File: src/rtl/tpu_mmio_ctrl.sv
// Memory-mapped control block for the TPU: decodes host requests into memory load strobes
// and sequences a counted multiply. Optional cycle counter enabled by `define TPU_CYCLE_COUNT_EN.
module tpu_mmio_ctrl #(
  parameter int BITS_AB = 8,
  parameter int BITS_C  = 16,
  parameter int DIM     = 8,
  parameter int ADDRW   = 16,
  parameter int DATAW   = 64,
  localparam int CW     = DIM * BITS_C / DATAW,
  localparam int RW     = (DIM > 1) ? $clog2(DIM) : 1,
  localparam int CWW    = (CW > 1) ? $clog2(CW) : 1
) (
  input  logic                    clk,
  input  logic                    rst_n,
  input  logic                    req,
  input  logic                    r_w,
  input  logic [ADDRW-1:0]        addr,
  input  logic [DIM*BITS_C-1:0]   c_rowdata,
  output logic                    rdy,
  output logic [DATAW-1:0]        dataOut,
  output logic                    rd_valid,
  output logic                    a_we,
  output logic                    b_en,
  output logic                    c_we,
  output logic [RW-1:0]           a_row,
  output logic [RW-1:0]           c_row,
  output logic [CWW-1:0]          c_word,
  output logic                    sys_en,
  output logic                    busy,
  output logic                    done_irq
);

  typedef enum logic [1:0] {IDLE, MUL, DONE} state_e;

  localparam int            MUL_CYCLES = 3 * DIM - 2;
  localparam int            MCW        = (MUL_CYCLES > 1) ? $clog2(MUL_CYCLES) : 1;
  localparam logic [MCW-1:0] MUL_LAST  = MCW'(MUL_CYCLES - 1);

  // One A/B row is one bus word; C rows span CW bus words.
  localparam logic [31:0] ROW_BYTES   = 32'(DIM * BITS_AB / 8);
  localparam logic [31:0] A_BASE      = 32'h0100;
  localparam logic [31:0] B_BASE      = 32'h0200;
  localparam logic [31:0] C_BASE      = 32'h0300;
  localparam logic [31:0] START_ADDR  = 32'h0400;
  localparam logic [31:0] STATUS_ADDR = 32'h0408;
  localparam logic [31:0] A_END       = A_BASE + 32'(DIM) * ROW_BYTES;
  localparam logic [31:0] B_END       = B_BASE + 32'(DIM) * ROW_BYTES;
  localparam logic [31:0] C_END       = C_BASE + 32'(DIM * CW * DATAW / 8);

  state_e           state_q, state_d;
  logic [MCW-1:0]   cnt_q, cnt_d;
  logic             done_q, done_d;
  logic             sys_en_q, sys_en_d;
  logic             busy_q, busy_d;
  logic             done_irq_q, done_irq_d;
  logic [DATAW-1:0] data_out_q, data_out_d;
  logic             rd_valid_q, rd_valid_d;

  logic [31:0]      addr_w, c_idx;
  logic             aligned, hit_a, hit_b, hit_c, hit_start, hit_status, hit_cnt;
  logic             rd_acc, wr_acc, start_acc, status_rd;
  logic [DATAW-1:0] rd_data;

  // NOTE: every signal assigned in always_comb gets a default first so no latch is inferred.
  always_comb begin
    addr_w     = 32'(addr);
    aligned    = (addr[2:0] == 3'b000);
    hit_a      = aligned && (addr_w >= A_BASE) && (addr_w < A_END);
    hit_b      = aligned && (addr_w >= B_BASE) && (addr_w < B_END);
    hit_c      = aligned && (addr_w >= C_BASE) && (addr_w < C_END);
    hit_start  = (addr_w == START_ADDR);
    hit_status = (addr_w == STATUS_ADDR);
`ifdef TPU_CYCLE_COUNT_EN
    hit_cnt    = (addr_w == 32'h0410);
`else
    hit_cnt    = 1'b0;
`endif
    c_idx      = (addr_w - C_BASE) >> 3;
  end

  // Reads are never stalled; every write class is held off while a multiply runs.
  assign rdy       = !(req && r_w && busy_q);
  assign rd_acc    = req && !r_w;
  assign wr_acc    = req && r_w && !busy_q;
  assign start_acc = wr_acc && hit_start;
  assign status_rd = rd_acc && hit_status;

  assign a_we   = wr_acc && hit_a;
  assign b_en   = wr_acc && hit_b;
  assign c_we   = wr_acc && hit_c;
  assign a_row  = RW'((addr_w - A_BASE) >> 3);
  assign c_row  = RW'(c_idx / CW);
  assign c_word = CWW'(c_idx % CW);

`ifdef TPU_CYCLE_COUNT_EN
  logic [31:0] cyc_cnt_q, cyc_cnt_d;

  always_comb begin
    cyc_cnt_d = cyc_cnt_q;
    if (wr_acc && hit_cnt)
      cyc_cnt_d = '0;
    else if (sys_en_q && (cyc_cnt_q != 32'hFFFF_FFFF))
      cyc_cnt_d = cyc_cnt_q + 32'd1;
  end

  always_ff @(posedge clk or negedge rst_n) begin
    if (!rst_n) cyc_cnt_q <= '0;
    else        cyc_cnt_q <= cyc_cnt_d;
  end
`endif

  always_comb begin
    rd_data = '0;
    if (hit_c)
      rd_data = c_rowdata[int'(c_word) * DATAW +: DATAW];
    else if (hit_status)
      rd_data = DATAW'({busy_q, done_q});
`ifdef TPU_CYCLE_COUNT_EN
    else if (hit_cnt)
      rd_data = DATAW'(cyc_cnt_q);
`endif
  end

  always_comb begin
    state_d = state_q;
    cnt_d   = cnt_q;
    case (state_q)
      IDLE: if (start_acc) begin
        state_d = MUL;
        cnt_d   = '0;
      end
      MUL: if (cnt_q == MUL_LAST) begin
        state_d = DONE;
        cnt_d   = '0;
      end else begin
        cnt_d = cnt_q + 1'b1;
      end
      DONE:    state_d = IDLE;
      default: state_d = IDLE;
    endcase

    // START clears done ahead of everything; a completion outranks a status-read clear
    // so a finish landing on the same cycle as the read is not lost.
    done_d = done_q;
    if (start_acc)
      done_d = 1'b0;
    else if (state_q == MUL && cnt_q == MUL_LAST)
      done_d = 1'b1;
    else if (status_rd)
      done_d = 1'b0;

    sys_en_d   = (state_d == MUL);
    busy_d     = (state_d != IDLE);
    done_irq_d = (state_d == DONE);
    rd_valid_d = rd_acc;
    data_out_d = rd_acc ? rd_data : data_out_q;
  end

  // NOTE: state flops use non-blocking assignment so every flop samples pre-edge values.
  always_ff @(posedge clk or negedge rst_n) begin
    if (!rst_n) begin
      state_q    <= IDLE;
      cnt_q      <= '0;
      done_q     <= 1'b0;
      sys_en_q   <= 1'b0;
      busy_q     <= 1'b0;
      done_irq_q <= 1'b0;
      data_out_q <= '0;
      rd_valid_q <= 1'b0;
    end else begin
      state_q    <= state_d;
      cnt_q      <= cnt_d;
      done_q     <= done_d;
      sys_en_q   <= sys_en_d;
      busy_q     <= busy_d;
      done_irq_q <= done_irq_d;
      data_out_q <= data_out_d;
      rd_valid_q <= rd_valid_d;
    end
  end

  assign sys_en   = sys_en_q;
  assign busy     = busy_q;
  assign done_irq = done_irq_q;
  assign dataOut  = data_out_q;
  assign rd_valid = rd_valid_q;

endmodule

File: config.mk
export PLATFORM = sky130hd
export DESIGN_NAME = tpu_mmio_ctrl
export DESIGN_NICKNAME = d
export VERILOG_FILES = /design/src/rtl/tpu_mmio_ctrl.sv
export SDC_FILE = /design/constraint.sdc
export NUM_CORES = 1
export LEC_CHECK = 0
export BUFFER_PORTS_ARGS = -buffer_cell sky130_fd_sc_hd__buf_2
export CAP_MARGIN = 10
export CORE_MARGIN = 2
export CORE_UTILIZATION = 43
export DETAILED_ROUTE_END_ITERATION = 8
export HOLD_SLACK_MARGIN = 0.1
export PLACE_DENSITY_LB_ADDON = 0.1
export SLEW_MARGIN = 20
export SYNTH_ARGS = -nofsm -noshare
export SYNTH_HDL_FRONTEND = slang
export SYNTH_SLANG_ARGS = --single-unit
export TNS_END_PERCENT = 30
File: constraint.sdc
create_clock -name clk -period 6.4 [get_ports clk]
set_clock_uncertainty 0.15 [all_clocks]
set_input_delay 1.92 -clock clk [delete_from_list [all_inputs] [get_ports clk]]
set_output_delay 1.92 -clock clk [all_outputs]
set_load 0.01 [all_outputs]
==> flow_summary.toml, run 1 <==
[status]
status = "completed"

[floorplan]
die_y_um = 95.75
die-area_um2 = 9168
start_util = 0.4428
io_pins = 227
die_w_um = 95.75
placementRows = 33
core_um2 = 8175

[clock_tree]
hold_buffers = 0
clock-sinks = 76
cts.htree.levels = 3
cts_tree = "built"
clk-insertion-delay-late_ns = 0.34
root_buffer = "clkbuf_8"
post_cts_resized = 0
cts_setup_buffers = 0
cts.path.max_buffers = 2
clk_pin_slew_worst_paths_ns = 0.07
cts_buffers = 9

[finish]
fill_cells = 756
final_common_cell = "buf_2"
layout.nets = 709
multiInputGateArea_um2 = 1556
syn_to_final_growth_pct = 37.30
seqCellArea_um2 = 1902
drive_gt1_frac = 0.4433
final_cell_mix = "buf_2 (224), dfrtp_1 (76), nand2_1 (65), o21ai_0 (64), mux2i_1 (64)"
diodes = 0

[timing]
fmax_mhz = 178.8
hold_ws_ns = 0.3264
maxSlewHeadroom = 0.3668
setup_viol = 0
rsz0062_at_grt = "no"
finalMaxSlewViolations = 0
period_needed_ns = 5.592
hold_viol_final = 0
tightest_slew_ns = 0.9498
finalSetupTns_ns = 0
period_share = 0.8738

[hold_path]
hp-class = "register to register"

[synthesis]
yosysWarnings = 0
ys_types = 33
ys_seq_elements = 76
syn_area_per_cell_um2 = 10.34
synth-edff-count = 0
syn_nets = 500
synthesis.instances = 350
syn-cell-area_um2 = 3620
synth_flop_cell = "dfrtp_1"
postSynth.asyncResetShare = 1.000
yosysSeqAreaShare = 0.5254

[placement]
gp_congestion = 0.8195
dp_hpwl_um = 7580
io_buffers = 226

[grt]
grt_max_degree = 77
grt_pass1_vias = 3119
grt_first_pass_wirelength_um = 15050
antenna_found_initial = 0
grt_usage = 0.2151
grt_overflow_total = 0

[worst_setup_path]
cp.arrival_ns = 3.52
cp_max_fo = 3
end_kind = "primary output"
r2r_slack_ns = 4.47
cp-start-kind = "input port"
critPathMaxStageDelay_ns = 0.54
cpLargestDelayFamily = "simple AND/OR/NAND/NOR gates"
worstPathBufferInverterCount = 2
path_class = "input port to primary output"
cpMaxStageDelayCell = "or4_1"
cp.required_ns = 4.33
crit_path_cell_trace = "buf_2 > nor4_4 > nand2_1 > or4_1 > nor4_1 > buf_2"
cp_common_cell = "buf_2"

[power_and_ir_drop]
p_per_area_nw_per_um2 = 192.3
cellLeakagePower_nw = 2.838
ir_drop_mv = 0.1140

[run]
max_cap_viol_count = 0

[route]
ant_nets = 0
wirelength_um = 9994
num_vias = 3337
drt_iter0_drc = 114
wl_per_cell_um = 14.94
viasPerCell = 4.988
drc = 0
drt-pass1-iter-count = 4
-- routing by layer --
layer  up-vias  share of wire  track usage
met1      1531           0.42       0.2826
li1       1644              -            -
met2       151           0.48       0.3584
met3        11          0.088      0.04620
met4         0          0.016      0.06548
met5         -              0            0
-- report_power, final --
| group | total [mW] | switching (mW) | internal, mW |
|---|---|---|---|
| combinational | 0.109 | 0.0542 | 0.0548 |
| sequential | 0.480 | 0.000130 | 0.480 |
| clock | 0.366 | 0.166 | 0.200 |
| total | 0.956 | 0.220 | 0.735 |
-- cell type report --
type	count	area share
Clock buffer	12	0.03122
Timing Repair Buffer	229	0.2331
Tap cell	105	0.02644
Sequential cell	76	0.3827
Multi-Input combinational cell	238	0.3132
Clock inverter	4	0.009567
Inverter	5	0.003776
-- state kept, by name, indices dropped and copies added (netlist names) --
name,cells
busy,1
cnt_q,5
dataOut,64
done_irq,1
done_q,1
rd_valid,1
state_q,2
sys_en,1
-- cell families (layout without fill, tap and decap cells) --
group / count (synthesis) / after routing / share of synthesized area
AOI/OAI and AO/OA: 77 / 77 / 0.1203
DFF: 76 / 76 / 0.5254
buffers and inverters: 36 / 250 / 0.04528
adders and majority gates: 2 / 2 / 0.006912
muxes: 64 / 64 / 0.1770
and+or+nand+nor: 95 / 95 / 0.1251
-- metrics by stage --
stage / util / total power, mW / cell area, µm² / std cells / worst slack, ns
after global routing: 0.6079 / 0.9979 / 4970 / 669 / 0.6729
after global placement: 0.5831 / 0.5985 / 4767 / 653 / 0.8745
after CTS: 0.6079 / 0.9672 / 4970 / 669 / 0.7627
after floorplan: - / 0.5358 / 3620 / 350 / 1.183
after detailed placement: 0.5831 / 0.6010 / 4767 / 653 / 0.7688
final: 0.6079 / 0.9556 / 4970 / 669 / 0.8079
-- tightest hold or removal path: cells and delay by family, from the launching register on --
| family | cells | cell delay (ns) |
|---|---|---|
| flip-flops | 1 | 0.34 |
| AND/OR/NAND/NOR | 1 | 0.04 |
| AO/OA/AOI/OAI | 1 | 0.06 |
-- path summary, 6_finish.rpt --
kind                                    startpoint                       to  cells after the start
max                                        addr[1]                     a_we                      6
min                        dataOut[17]$_DFFE_PN0P_  dataOut[17]$_DFFE_PN0P_                      2
max reg2reg                         busy$_DFF_PN0_     cnt_q[2]$_DFFE_PN0P_                      3
min reg2reg                dataOut[17]$_DFFE_PN0P_  dataOut[17]$_DFFE_PN0P_                      2
max in group asynchronous                    rst_n       rd_valid$_DFF_PN0_                      1
min in group asynchronous                    rst_n  dataOut[44]$_DFFE_PN0P_                      1
-- cells in the mapped netlist (all sizes together) (2+ instances only) --
master   n  area share
dfrtp   76        0.53
nand2   65       0.067
mux2i   64        0.18
o21ai   64       0.088
clkbuf  19       0.020
buf     12       0.020
nor2     6      0.0062
inv      5      0.0052
nand3    4      0.0055
nor4     4       0.015
a31o     3      0.0073
a32o     3      0.0083
nor3     3      0.0041
a221o    2      0.0055
a22o     2      0.0048
ha       2      0.0069
nand2b   2      0.0035
nand4    2      0.0035
or4      2      0.0041
Note: power is estimated with default switching activity, not from simulation.
==> inputs of run 2 (changes only) <==
Settings changed: BUFFER_PORTS_ARGS -buffer_cell sky130_fd_sc_hd__buf_2 to -buffer_cell sky130_fd_sc_hd__clkbuf_2.
==> flow_summary.toml, run 2 (synthesized netlist as in run 1, its figures left out) <==
[status]
status = "completed"

[grt]
antenna_found_initial = 0
grt_pass1_vias = 2951
grt_overflow_total = 0
grt_first_pass_wirelength_um = 14410
grt_max_degree = 77
grt_usage = 0.2071

[finish]
multiInputGateArea_um2 = 1556
instances_no_fill = 669
fill_cells = 740
layout.nets = 709
seqCellArea_um2 = 1902
drive_gt1_frac = 0.4379
stdcell_area_um2 = 4930
syn_to_final_growth_pct = 36.19
final_common_cell = "clkbuf_2"
final_cell_mix = "clkbuf_2 (224), dfrtp_1 (76), nand2_1 (65), o21ai_0 (64), mux2i_1 (64)"
diodes = 0
final_util = 0.6030
largest_reg_flops = 64

[timing]
period_needed_ns = 5.575
fmax_mhz = 179.4
final.setup.worst_slack_ns = 0.8252
tightest_slew_ns = 0.9400
period_share = 0.8711
setup_viol = 0
finalSetupTns_ns = 0
rsz0062_at_grt = "no"
hold_ws_ns = 0.3286
maxSlewHeadroom = 0.3733
hold_viol_final = 0
finalMaxSlewViolations = 0

[placement]
gp_congestion = 0.8205
dpl.cell_count = 653
io_buffers = 226
post-place-ws_ns = 0.8288
dp_hpwl_um = 7332
placed_area_um2 = 4767

[route]
ant_nets = 0
wl_per_cell_um = 14.40
num_vias = 3331
drt_iter0_drc = 114
drt-pass1-iter-count = 4
viasPerCell = 4.979
drc = 0
wirelength_um = 9635

[power_and_ir_drop]
power_mw = 0.8972
p_per_area_nw_per_um2 = 182.0
ir_drop_mv = 0.07467
cellLeakagePower_nw = 2.788

[clock_tree]
post_cts_resized = 0
cts_tree = "built"
cts.path.max_buffers = 2
cts.htree.levels = 3
clk_pin_slew_worst_paths_ns = 0.07
cts_buffers = 9
clk-insertion-delay-late_ns = 0.34
hold_buffers = 0
cts_setup_buffers = 0
root_buffer = "clkbuf_8"
clock-sinks = 76

[run]
max_cap_viol_count = 0

[floorplan]
die_w_um = 95.75
die-area_um2 = 9168
start_util = 0.4428
placementRows = 33
io_pins = 227
die_y_um = 95.75
core_um2 = 8175

[worst_setup_path]
path_class = "input port to primary output"
cp-start-kind = "input port"
end_kind = "primary output"
cp_max_fo = 3
cp.required_ns = 4.33
cp.arrival_ns = 3.50

[hold_path]
hp-class = "register to register"
[run 2: cell count changes in the layout (fill, tap and decap cells not counted)]
cell        before  now
clkinvlp_4       1    0
clkbuf_1         1    4
clkbuf_8        11   10
bufinv_16        1    0
clkbuf_2         0  224
buf_2          224    0
[run 2: worst paths after layout]
path                                          from                      end  slack [ns]  depth (start not counted)
max                                        addr[1]                     a_we        0.83                          6
min                        dataOut[30]$_DFFE_PN0P_  dataOut[30]$_DFFE_PN0P_        0.33                          2
max reg2reg                   state_q[1]$_DFF_PN0_     cnt_q[4]$_DFFE_PN0P_        4.48                          4
min reg2reg                dataOut[30]$_DFFE_PN0P_  dataOut[30]$_DFFE_PN0P_        0.33                          2
max in group asynchronous                    rst_n  dataOut[62]$_DFFE_PN0P_        3.92                          1
min in group asynchronous                    rst_n  dataOut[42]$_DFFE_PN0P_        1.57                          1
[run 2: critical path, cell delays in order]
cell and delay [ns]:
clkbuf_2 0.10, nor4_4 0.39, nand2_1 0.19, or4_1 0.53, nor4_1 0.20, clkbuf_2 0.18
[run 2: layout make-up]
cell class                 count  area share
clock buffer                  14     0.03096
clock inverter                 2    0.002030
inverter                       5    0.003807
multi-input combinational    238      0.3157
sequential                    76      0.3858
tap                          105     0.02665
timing repair buffer         229      0.2350
[run 2: routing by layer]
metal	up-vias	global-route usage	part of all wire
met1	1512	0.2748	0.42
li1	1641	-	-
met5	-	0	0
met2	161	0.3310	0.47
met3	17	0.05090	0.086
met4	0	0.07500	0.020
[run 2: power breakdown]
group	leakage (nW)	switching, mW	total, mW	internal, mW
clock network	0.0844	0.157	0.307	0.151
logic	1.65	0.0542	0.109	0.0549
registers	1.06	0.000158	0.481	0.481
==> inputs of run 3 (changes only) <==
Settings changed: GPL_TIMING_DRIVEN from default to 0, PLACE_DENSITY from default to 0.82, PLACE_DENSITY_LB_ADDON 0.1 to default.
==> flow_summary.toml, run 3 (synthesized netlist as in run 1, its figures left out) <==
[timing]
period_share = 0.8942
maxSlewHeadroom = 0.5165
rsz0062_at_grt = "no"
finalMaxSlewViolations = 0
finalSetupTns_ns = 0
fmax_mhz = 174.7
tightest_slew_ns = 0.7252
period_needed_ns = 5.723
hold_viol_final = 0
setup_viol = 0

[finish]
final_cell_mix = "clkbuf_2 (224), dfrtp_1 (76), nand2_1 (65), o21ai_0 (64), mux2i_1 (64)"
instances_no_fill = 697
final_common_cell = "clkbuf_2"
final_util = 0.6322
layout.nets = 737
syn_to_final_growth_pct = 42.79
drive_gt1_frac = 0.4324
diodes = 0
largest_reg_flops = 64

[worst_setup_path]
cp.arrival_ns = 3.65
critPathMaxStageDelay_ns = 0.54
path_class = "input port to primary output"
crit_path_cell_trace = "clkbuf_2 > nor4_4 > nand2_1 > or4_1 > nor4_1 > clkbuf_2"
end_kind = "primary output"
cpMaxStageDelayCell = "or4_1"
cp_common_cell = "clkbuf_2"
r2r_slack_ns = 4.37
cp.required_ns = 4.33
cp_max_fo = 3
cp-start-kind = "input port"

[floorplan]
start_util = 0.4428
die_y_um = 95.75
placementRows = 33
die-area_um2 = 9168
io_pins = 227
die_w_um = 95.75
core_um2 = 8175

[clock_tree]
cts_setup_buffers = 0
cts_buffers = 9
post_cts_resized = 0
cts_tree = "built"
clk-insertion-delay-late_ns = 0.33
hold_buffers = 0
root_buffer = "clkbuf_8"
cts.path.max_buffers = 2
clk_pin_slew_worst_paths_ns = 0.08
clock-sinks = 76
cts.htree.levels = 3

[placement]
gp_congestion = 0.8460
dpl.cell_count = 681
dp_hpwl_um = 8395
io_buffers = 225

[grt]
grt_overflow_total = 0
antenna_found_initial = 0
grt_first_pass_wirelength_um = 15570
grt_max_degree = 40
grt_pass1_vias = 3310
grt_usage = 0.2220

[power_and_ir_drop]
p_sw_mw = 0.2263
cellLeakagePower_nw = 2.896
power_mw = 1.068
ir_drop_mv = 0.1173
comb_power_share = 0.109
p_clk_frac = 0.441
swShare = 0.2119
p_per_area_nw_per_um2 = 206.7
power_frac_seq = 0.450
p_int_mw = 0.8420

[hold_path]
hp-class = "register to register"

[status]
status = "completed"

[route]
wirelength_um = 10300
wl_per_cell_um = 14.78
drt-pass1-iter-count = 4
ant_nets = 0
viasPerCell = 5.060
drt_iter0_drc = 75
num_vias = 3527
drc = 0

[run]
max_cap_viol_count = 0
run 3: final timing paths:
kind	to	from	depth (start not counted)
min in group asynchronous	dataOut[50]$_DFFE_PN0P_	rst_n	1
hold / removal	dataOut[15]$_DFFE_PN0P_	dataOut[15]$_DFFE_PN0P_	2
hold reg to reg	dataOut[15]$_DFFE_PN0P_	dataOut[15]$_DFFE_PN0P_	2
setup / recovery	a_we	addr[1]	6
max in group asynchronous	dataOut[25]$_DFFE_PN0P_	rst_n	2
setup reg to reg	cnt_q[4]$_DFFE_PN0P_	state_q[1]$_DFF_PN0_	6
run 3: power groups by stage:
stage	clock [mW]	combinational (mW)	sequential, mW
finish	0.471	0.117	0.480
global route	0.502	0.129	0.480
floorplan	0	0.0456	0.490
detailed placement	0	0.118	0.490
CTS	0.480	0.118	0.480
global placement	0	0.113	0.490
run 3: final cells by class:
cell class,count,area [µm²]
fill,704,3007
buffer,31,145.1
clock inverter,3,90.09
timing repair buffer,226,1149
sequential,76,1902
clock buffer,13,178.9
tap,105,131.4
multi-input combinational,238,1554
inverter,5,18.77
run 3: layer usage:
metal | up-vias | part of all wire | global-route usage | routed length [µm]
met5 | - | 0 | 0 | 0
met4 | 0 | 0.019 | 0.07262 | 195
met3 | 16 | 0.082 | 0.04620 | 848
met2 | 177 | 0.51 | 0.3986 | 5296
met1 | 1636 | 0.38 | 0.2651 | 3961
li1 | 1698 | - | - | -
run 3: critical path, delay by kind of cell:
family / cells / cell delay (ns)
buf+inv: 2 / 0.32
simple gates: 4 / 1.42
run 3: per-stage QoR:
step,worst slack (ns),cell area [µm²],hold WS [ns]
after floorplan,1.183,3620,0.3296
after global placement,0.7125,4877,0.3125
after detailed placement,0.6928,4900,0.3197
after CTS,0.6821,5169,0.3375
after global routing,0.5551,5169,0.3615
final,0.6773,5169,0.3348
